## config.mk

```make
export PLATFORM = sky130hd
export DESIGN_NAME = fetch_queue
export DESIGN_NICKNAME = d
export VERILOG_FILES = /design/src/rtl/fetch_queue.sv
export SDC_FILE = /design/constraint.sdc
export NUM_CORES = 1
export LEC_CHECK = 0
export ABC_AREA = 1
export ABC_CLOCK_PERIOD_IN_PS = 11900
export BUFFER_PORTS_ARGS = -buffer_cell sky130_fd_sc_hd__buf_4
export CAP_MARGIN = 0
export CORE_ASPECT_RATIO = 0.75
export CORE_MARGIN = 3
export CORE_UTILIZATION = 59
export CTS_BUF_LIST = sky130_fd_sc_hd__clkbuf_4 sky130_fd_sc_hd__clkbuf_8 sky130_fd_sc_hd__clkbuf_16
export DETAILED_ROUTE_END_ITERATION = 7
export HOLD_SLACK_MARGIN = 0.12
export PLACE_DENSITY = 0.8
export SYNTH_ARGS = -nofsm -noshare
export SYNTH_HDL_FRONTEND = slang
export SYNTH_SLANG_ARGS = --single-unit
```

## constraint.sdc

```tcl
create_clock -name clk -period 11.9 [get_ports clk]
set_clock_uncertainty 0.2 [all_clocks]
set_input_delay 1.785 -clock clk [delete_from_list [all_inputs] [get_ports clk]]
set_output_delay 1.785 -clock clk [all_outputs]
set_load 0.005 [all_outputs]
```

## src/rtl/fetch_queue.sv

```systemverilog
// fetch_queue: prefetch FIFO between fetch (PC + imem) and the ID stage.
// Stalls the PC only when full; flush drops every queued instruction.
module fetch_queue #(
  parameter int DEPTH = 4
) (
  input  logic                     clk,
  input  logic                     rst,
  input  logic [31:0]              fetch_pc,
  input  logic [31:0]              fetch_instr,
  input  logic                     fetch_valid,
  output logic                     pc_write,
  input  logic                     id_stall,
  input  logic                     flush,
  output logic [31:0]              id_pc,
  output logic [31:0]              id_instr,
  output logic                     id_valid,
  output logic [$clog2(DEPTH):0]   count
);

  localparam int AW = $clog2(DEPTH);
  localparam int CW = AW + 1;

  typedef struct packed {
    logic [31:0] pc;
    logic [31:0] instr;
  } entry_t;

  entry_t        mem_q [DEPTH];
  logic [AW-1:0] rptr_q, rptr_d;
  logic [AW-1:0] wptr_q, wptr_d;
  logic [CW-1:0] cnt_q, cnt_d;
  logic          full;
  logic          enq;
  logic          deq;

  assign full     = (cnt_q == CW'(DEPTH));
  assign pc_write = flush | ~full | ~id_stall;
  assign id_valid = (cnt_q != '0);
  assign deq      = id_valid & ~id_stall & ~flush;
  assign enq      = fetch_valid & pc_write & ~flush;

  assign id_pc    = id_valid ? mem_q[rptr_q].pc    : 32'h0;
  assign id_instr = id_valid ? mem_q[rptr_q].instr : 32'h0;
  assign count    = cnt_q;

  // Next pointer/occupancy; flush rewinds everything to empty.
  always_comb begin
    rptr_d = rptr_q;
    wptr_d = wptr_q;
    cnt_d  = cnt_q;
    if (flush) begin
      rptr_d = '0;
      wptr_d = '0;
      cnt_d  = '0;
    end else begin
      if (deq) rptr_d = rptr_q + AW'(1);
      if (enq) wptr_d = wptr_q + AW'(1);
      unique case ({enq, deq})
        2'b10:   cnt_d = cnt_q + CW'(1);
        2'b01:   cnt_d = cnt_q - CW'(1);
        default: cnt_d = cnt_q;
      endcase
    end
  end

  // Pointer and occupancy registers.
  always_ff @(posedge clk or posedge rst) begin
    if (rst) begin
      rptr_q <= '0;
      wptr_q <= '0;
      cnt_q  <= '0;
    end else begin
      rptr_q <= rptr_d;
      wptr_q <= wptr_d;
      cnt_q  <= cnt_d;
    end
  end

  // Entry storage; a full slot is only rewritten once its deq frees it.
  always_ff @(posedge clk or posedge rst) begin
    if (rst) begin
      for (int i = 0; i < DEPTH; i++) mem_q[i] <= '0;
    end else if (enq) begin
      mem_q[wptr_q] <= '{pc: fetch_pc, instr: fetch_instr};
    end
  end

endmodule
```

# == Yosys cells after proc, flatten, opt, wreduce, memory -nomap -nowiden ==
# Index checks and enable logic that the tools add are counted.
# word_totals
register_bits,263
inputBits,69
out_inout_bits,69
wordCells,51
# classes
add_sub_neg,4
order_cmp,3
eq_ne,3
n_mux,14
bitwise_logic,11
n_reduce_logical,5
# op_table
operator,n
bitwise mux 256 bit,1
two-way mux 64 bit,3
binary-select mux 64 bit (select 2 bit),1
demux 64 bit (select 2 bit),1
two-way mux 32 bit,2
two-way mux 2 bit,4
greater-or-equal comparator 3 bit (second input constant),2
NOT 2 -> 3 bit,2
case mux 3 bit (2 select lines),1
nonzero test 3 bit,2
adder 2 x 1 -> 2 bit (second input constant),2
AND 1 bit,4
nonzero test 2 bit,2
adder 3 x 1 -> 3 bit (second input constant),1
== test 3 bit (second input constant),1
< comparator 3 x 1 -> 1 bit (second input constant),1
two-way mux 3 bit,1
NOT 1 bit,3
subtractor 3 x 1 -> 3 bit (second input constant),1
== test 2 x 1 -> 1 bit (second input constant),1
== test 2 bit (second input constant),1
bitwise OR 1 bit,2
logical AND 1 bit,1

# == Logic depth before layout (Yosys ltp) ==
# Gate-level depths: netlist of the first run.
# logic_depth
word_depth,9
depth_mapped,13
mapped_depth_nobuf,13

# == Worst setup path before layout of the first run ==
# No wires, ideal clock.
# synth_timing
path_kind,in2out
start,input id_stall
end,output pc_write
t_arrival_ns,1.977
slack_ns,7.938
stages,3
n_path_buf,0
cell_sequence,nand2_1 > inv_1 > nand3_2
# synth_between
elab_chain_cells,2
# synth_rtl
item,line_no,source
from (decl),12,"input logic id_stall,"
NOT 1 bit,37,assign pc_write = flush | ~full | ~id_stall;
bitwise OR 1 bit,37,
to (decl),11,"output logic pc_write,"
# No other way between the ends.

# == Worst setup path in the final report of the first run ==
# layout_timing
start,register rptr_q[0]
end,output id_instr[29]
# layout_between
elab_chain_cells,5
# layout_rtl
item,line_no,source
from (decl),29,"logic [AW-1:0] rptr_q, rptr_d;"
from (signal assigned),73,rptr_q <= rptr_d;
NOT 2 -> 3 bit (not written as such),43,assign id_instr = id_valid ? mem_q[rptr_q].instr : 32'h0;
binary-select mux 64 bit (select 2 bit),43,
two-way mux 64 bit (not written as such) (2 in series),43,
two-way mux 32 bit,43,
to (decl),15,"output logic [31:0] id_instr,"
# No other way between the ends. The select of a mux whose other input is x is not followed.

==> results of run 1 <==
-- report_power, final --
group | switching [uW] | internal [uW] | leakage [uW] | total (uW)
sequential | 131 | 1120 | 0.00338 | 1260
combinational | 434 | 325 | 0.00300 | 759
clock | 332 | 497 | 0.000434 | 829
total | 897 | 1950 | 0.00681 | 2840
-- worst max-delay path, stage by stage, from the launching register on --
cell	delay (ps)
dfrtp_4	700
clkinv_2	330
buf_4	820
o21ai_0	230
a21oi_1	350
buf_4	180
-- cell type report --
| type | instances | area (um^2) |
|---|---|---|
| timing repair buffer | 148 | 1110 |
| sequential | 263 | 6590 |
| clock buffer | 38 | 783 |
| inverter | 77 | 298 |
| fill | 1707 | 6500 |
| tap | 282 | 353 |
| clock inverter | 6 | 82.6 |
| multi-input combinational | 1006 | 4780 |
-- sequential cells by signal, indices dropped and copies added (netlist names) --
register	count
rptr_q	2
count	3
mem_q	256
wptr_q	2
-- worst paths after layout --
kind,start,slack (ps),end,cells after the start
setup / recovery,rptr_q[0]$_DFFE_PP0P_,6750,id_instr[29],5
hold / removal,mem_q[129]$_DFFE_PP0P_,270,mem_q[129]$_DFFE_PP0P_,2
setup reg to reg,count[0]$_DFFE_PP0P_,8860,mem_q[8]$_DFFE_PP0P_,8
hold reg to reg,mem_q[129]$_DFFE_PP0P_,270,mem_q[129]$_DFFE_PP0P_,2
max in group asynchronous,rst,7900,mem_q[180]$_DFFE_PP0P_,4
min in group asynchronous,rst,1170,count[1]$_DFFE_PP0P_,2
-- metal layers --
metal  track usage (%)  share of wire [%]
met5                 0                  0
met4              6.29                1.8
met3              4.12                7.0
met2              38.0                 46
met1              36.7                 45
-- cells in the mapped netlist, drive strengths merged --
cell type	count	area share [%]
o21ai	387	18
nand2	279	8.7
dfrtp	263	53
nor2	260	8.0
inv	77	2.3
buf	72	5.5
a21oi	67	2.7
clkbuf	32	0.96
nand3	7	0.32
ha	4	0.40
fa	1	0.16
xnor2	1	0.070
-- cells by family (layout without fill, tap and decap cells) --
kind of cell,after synthesis,in the layout,share of synthesized area (%)
AND/OR/NAND/NOR,546,546,17.0
AO/OA/AOI/OAI,454,454,20.7
flip-flops,263,263,52.8
buffers and inverters,181,269,8.80
adder cells (fa/ha/maj),5,5,0.563
XOR/XNOR,1,1,0.0703
-- stage by stage --
stage	utilization (%)	instance area (um^2)
floorplan	-	12500
global placement	64.0	13100
detailed placement	64.0	13100
CTS	68.3	14000
global route	68.3	14000
finish	68.3	14000
==> results.md, run 1 <==
* Peak Freq at 194 MHz
* Pwr Density at 203 mW/mm^2
* Yosys cell types at 20
* Antenna viol nets, final at 0
* Initial antenna violation count at 0
* DP Worst Slack at 7200 ps
* CTS resizes at 0
* Slew Limit Fails at 0
* DR vias at 10000
* Vias in the first global route at between 9000 and 10000
* RSZ-0062 raised after global routing: no
* Post-Syn Area at 0.0125 mm^2
* Max VDD drop at 0.000142 V
* Tot Pwr at 2840 uW
* Port Buf Inserts at between 100 and 150
* Number of setup buffers added after CTS at 0
* Clock transition at path regs at around 60 ps
* CP Capture Type: primary output
* Crit path time final at 5150 ps
* Vias per inst at 5.50
* Number of synthesis warnings at 0
* Critical Path Source Type: register
* Hold_ws at about 270 ps
* Share of cells above drive strength 1 at 18.7%
* Cells after Synth at 1450
* Num CTS Buffers at 27
* Post-Syn Area per Cell at between 8 and 9 um^2
* Worst-Margin Slew at 1120 ps
* Diode count at 0
* Grt total ovfl at 0
* Drt drc at 0
* Area of the core at 0.0205 mm^2
* Relative slew slack at between 20% and 30%
* Outcome: finished clean
* Clock Path Buffers at 3
* Cts hold-fix bufs at 0
* Clock sinks at 263
* Worst EP required at roughly 10000 ps
* Post-synthesis sequential area ratio at 52.8%
* Root Buffer: clkbuf_16
* Setup ws final at 6750 ps
* DRT iter0 DRCs at approximately 860
* Leak at slightly below 0.007 uW
* Post-Layout Cell Count at 1820
* Worst Hold Class: reg2reg
* Setup TNS at 0 ps
* Clock latency on the worst-skew pair at 520 ps
* Crit-path max FO at around 100
* Placed cells at 1776
* Drt wl/cell at 15.5 um
* Final WL at 28300 um
* Max_cap viols at 0
* Commonest non-fill, non-tap cell in the layout: nand2_1
* H-tree Lvls at 1
* Syn-to-layout area delta at 12.3%
* CTS tree: built
* Register bit total from synthesis at 263
* DP HPWL at 16000 um
* First-pass detailed-route iteration total at 7
* Die area at 0.0229 mm^2
* Starting Density at 60.8%
* CP Class: reg2out
* Die width at between 150 and 200 um
* CP Data Arrival Time at 3160 ps
* Placer Congestion at just under 0.8
* Largest net degree at the start of global routing at 104
* # setup viols final at 0
* Final hold vios at 0
* I/O pins at 138
* Layout Nets at 1597
* Final period util at a little over two fifths
* First-pass GRT wire length at 47600 um
* Die span in y at 132 um
* Cell Rows at 45
* Commonest cells after routing, fill and taps aside: nand2_1 (274), dfrtp_1 (261), nor2_1 (259), o21ai_1 (175), buf_4 (148)
* Mapped Nets at 1524
* Gr usage total at 24.6%
Note: power is estimated with default switching activity, not from simulation.
==> run 2, diff against run 1 <==
- ABC_CLOCK_PERIOD_IN_PS: 11900 -> 4200
- CORE_UTILIZATION: 59 -> 53
- PLACE_DENSITY: 0.8 -> 0.76
- clock period: 11.9 -> 4.2 ns (I/O delays scaled with it)
==> results.md, run 2 (same netlist as run 1, synthesis figures left out) <==
* Gr usage total at 22.6%
* Setup TNS at 0 ps
* Worst EP required at 3370 ps
* Drt drc at 0
* Critical Path Source Type: register
* CP Data Arrival Time at 2530 ps
* DP HPWL at 16700 um
* Final period util at 80.0%
* Clock transition at path regs at 60 ps
* Crit-path slowest cell: inv_2
* DRT iter0 DRCs at 852
* CTS resizes at 0
* Peak Freq at 298 MHz
* Placed cells at 1792
* Grt total ovfl at 0
* Cell Rows at 47
* Antenna viol nets, final at 0
* RR Startpoint: count[0]$_DFFE_PP0P_
* Clock Path Buffers at 3
* Diode count at 0
* Clock sinks at between 200 and 300
* Crit path cell chain: inv_2 -> buf_4 -> nor2_1 -> o21ai_0 -> a21oi_1 -> buf_4
* Area of the core at 0.0226 mm^2
* Worst Hold Class: in2reg
* Starting Density at between 50% and 60%
* RSZ-0062 raised after global routing: no
* Top sig layer: met4
* Placed Instance Area at 0.0132 mm^2
* Hold depth at 3
* Tot Pwr at ~8100 uW
* M1 WL at about 14000 um
* Vias in the first global route at 9307
* CP Class: reg2out
* DR vias at 9921
* Wire length on met3 at 1730 um
* Pwr Density at 572 mW/mm^2
* Hold Startpoint: fetch_instr[10]
* Final Cell Area at between 0.01 and 0.015 mm^2
* Worst-Margin Slew at 1050 ps
* I/O pins at between 100 and 150
* Leak at 0.00686 uW
* Max_cap viols at 0
* Fin util at 62.5%
* Die width at 183 um
* Port Buf Inserts at between 100 and 150
* Num CTS Buffers at 26
* H-tree Lvls at 1
* # setup viols final at 0
* Commonest cells after routing, fill and taps aside: nand2_1 (274), dfrtp_1 (261), nor2_1 (259), o21ai_1 (175), buf_4 (146)
* Worst R2R Setup Slack at 1620 ps
* Hold endpoint: mem_q[10]$_DFFE_PP0P_
* Number of flip-flops in the largest register at approximately 260
* Post-Layout Cell Count at 1839
* Reg2reg path depth at 8
* Root Buffer: clkbuf_16
* Layout Nets at about 1600
* Commonest non-fill, non-tap cell in the layout: nand2_1
* Reg with most FFs: mem_q
* Crit-path max FO at 48
* Drt wl/cell at 15.7 um
* Critical path's top delay family: buffers and inverters
* Initial antenna violation count at 0
* Syn-to-layout area delta at 13.4%
* Reg2reg end: mem_q[52]$_DFFE_PP0P_
* Outcome: finished clean
* Slew Limit Fails at 0
* First-pass detailed-route iteration total at 7
* Top cell by count, worst path: buf_4
* Final hold vios at 0
* Largest net degree at the start of global routing at between 100 and 150
* CP Capture Type: primary output
* Clock latency on the worst-skew pair at 520 ps
* Die area at roughly 0.025 mm^2
* Max VDD drop at ~0.00035 V
* Number of setup buffers added after CTS at 0
* Die span in y at 139 um
* CTS tree: built
* Crit path time final at ~3400 ps
* Share of cells above drive strength 1 at 19.0%
* Final WL at about 29000 um
* CP peak stage delay at 750 ps
* Wire length on met2 at 13000 um
* CP bufs+invs at 3
* Relative slew slack at 30.1%
* First-pass GRT wire length at 48200 um
* Cts hold-fix bufs at 1
* Placer Congestion at a little under 0.8
* Vias per inst at ~5.4
## run 2: changes by cell type in the layout (fill, tap and decap cells not counted)
cell,change
clkinv_2,-1
clkbuf_4,+3
clkbuf_8,+1
buf_12,+6
dlygate4sd3_1,+1
clkinvlp_4,+1
buf_4,-2
bufinv_16,-1
inv_8,-1
## run 2: layout make-up
type                       instances  area (um^2)
timing repair buffer             153         1230
multi-input combinational       1006         4780
clock inverter                     4         47.5
clock buffer                      42          820
tap                              294          368
inverter                          77          294
sequential                       263         6590
fill                            1974         8460
## run 2: metal layers
| layer | vias up | GRT usage [%] |
|---|---|---|
| met5 | - | 0 |
| met4 | 0 | 4.05 |
| met3 | 30 | 3.25 |
| met2 | 282 | 33.9 |
| met1 | 4726 | 35.6 |
| li1 | 4883 | - |
## run 2: power by group
| part | internal [uW] | switching [uW] | leakage, uW |
|---|---|---|---|
| logic | 947 | 1280 | 0.00304 |
| clock network | 1390 | 935 | 0.000437 |
| registers | 3190 | 335 | 0.00338 |
## run 2: worst max path at each step
| stage | from | end | slack (ps) | depth (start not counted) |
|---|---|---|---|---|
| global route | rptr_q[1]$_DFFE_PP0P_ | id_pc[13] | 710 | 6 |
| CTS | rptr_q[1]$_DFFE_PP0P_ | id_pc[15] | 820 | 6 |
| finish | rptr_q[1]$_DFFE_PP0P_ | id_pc[15] | 840 | 6 |
| detailed placement | rptr_q[1]$_DFFE_PP0P_ | id_pc[15] | 1390 | 6 |
| global placement | rptr_q[1]$_DFFE_PP0P_ | id_pc[15] | 1390 | 6 |
| floorplan | rst | count[0]$_DFFE_PP0P_ | -100 | 1 |
## run 2: through the flow
step	setup slack (ps)	hold slack, ps
floorplan	-99.5	250
global placement	1390	259
detailed placement	1390	262
CTS	821	192
global route	713	212
finish	839	210
## run 2: worst register-to-register path, stage by stage, from the launching register on
cell,delay [ps]
dfrtp_1,440
nor2_1,170
nand3_2,140
nand2_4,130
nor2_8,60
nand2_4,570
buf_4,530
nand2_1,160
o21ai_2,90
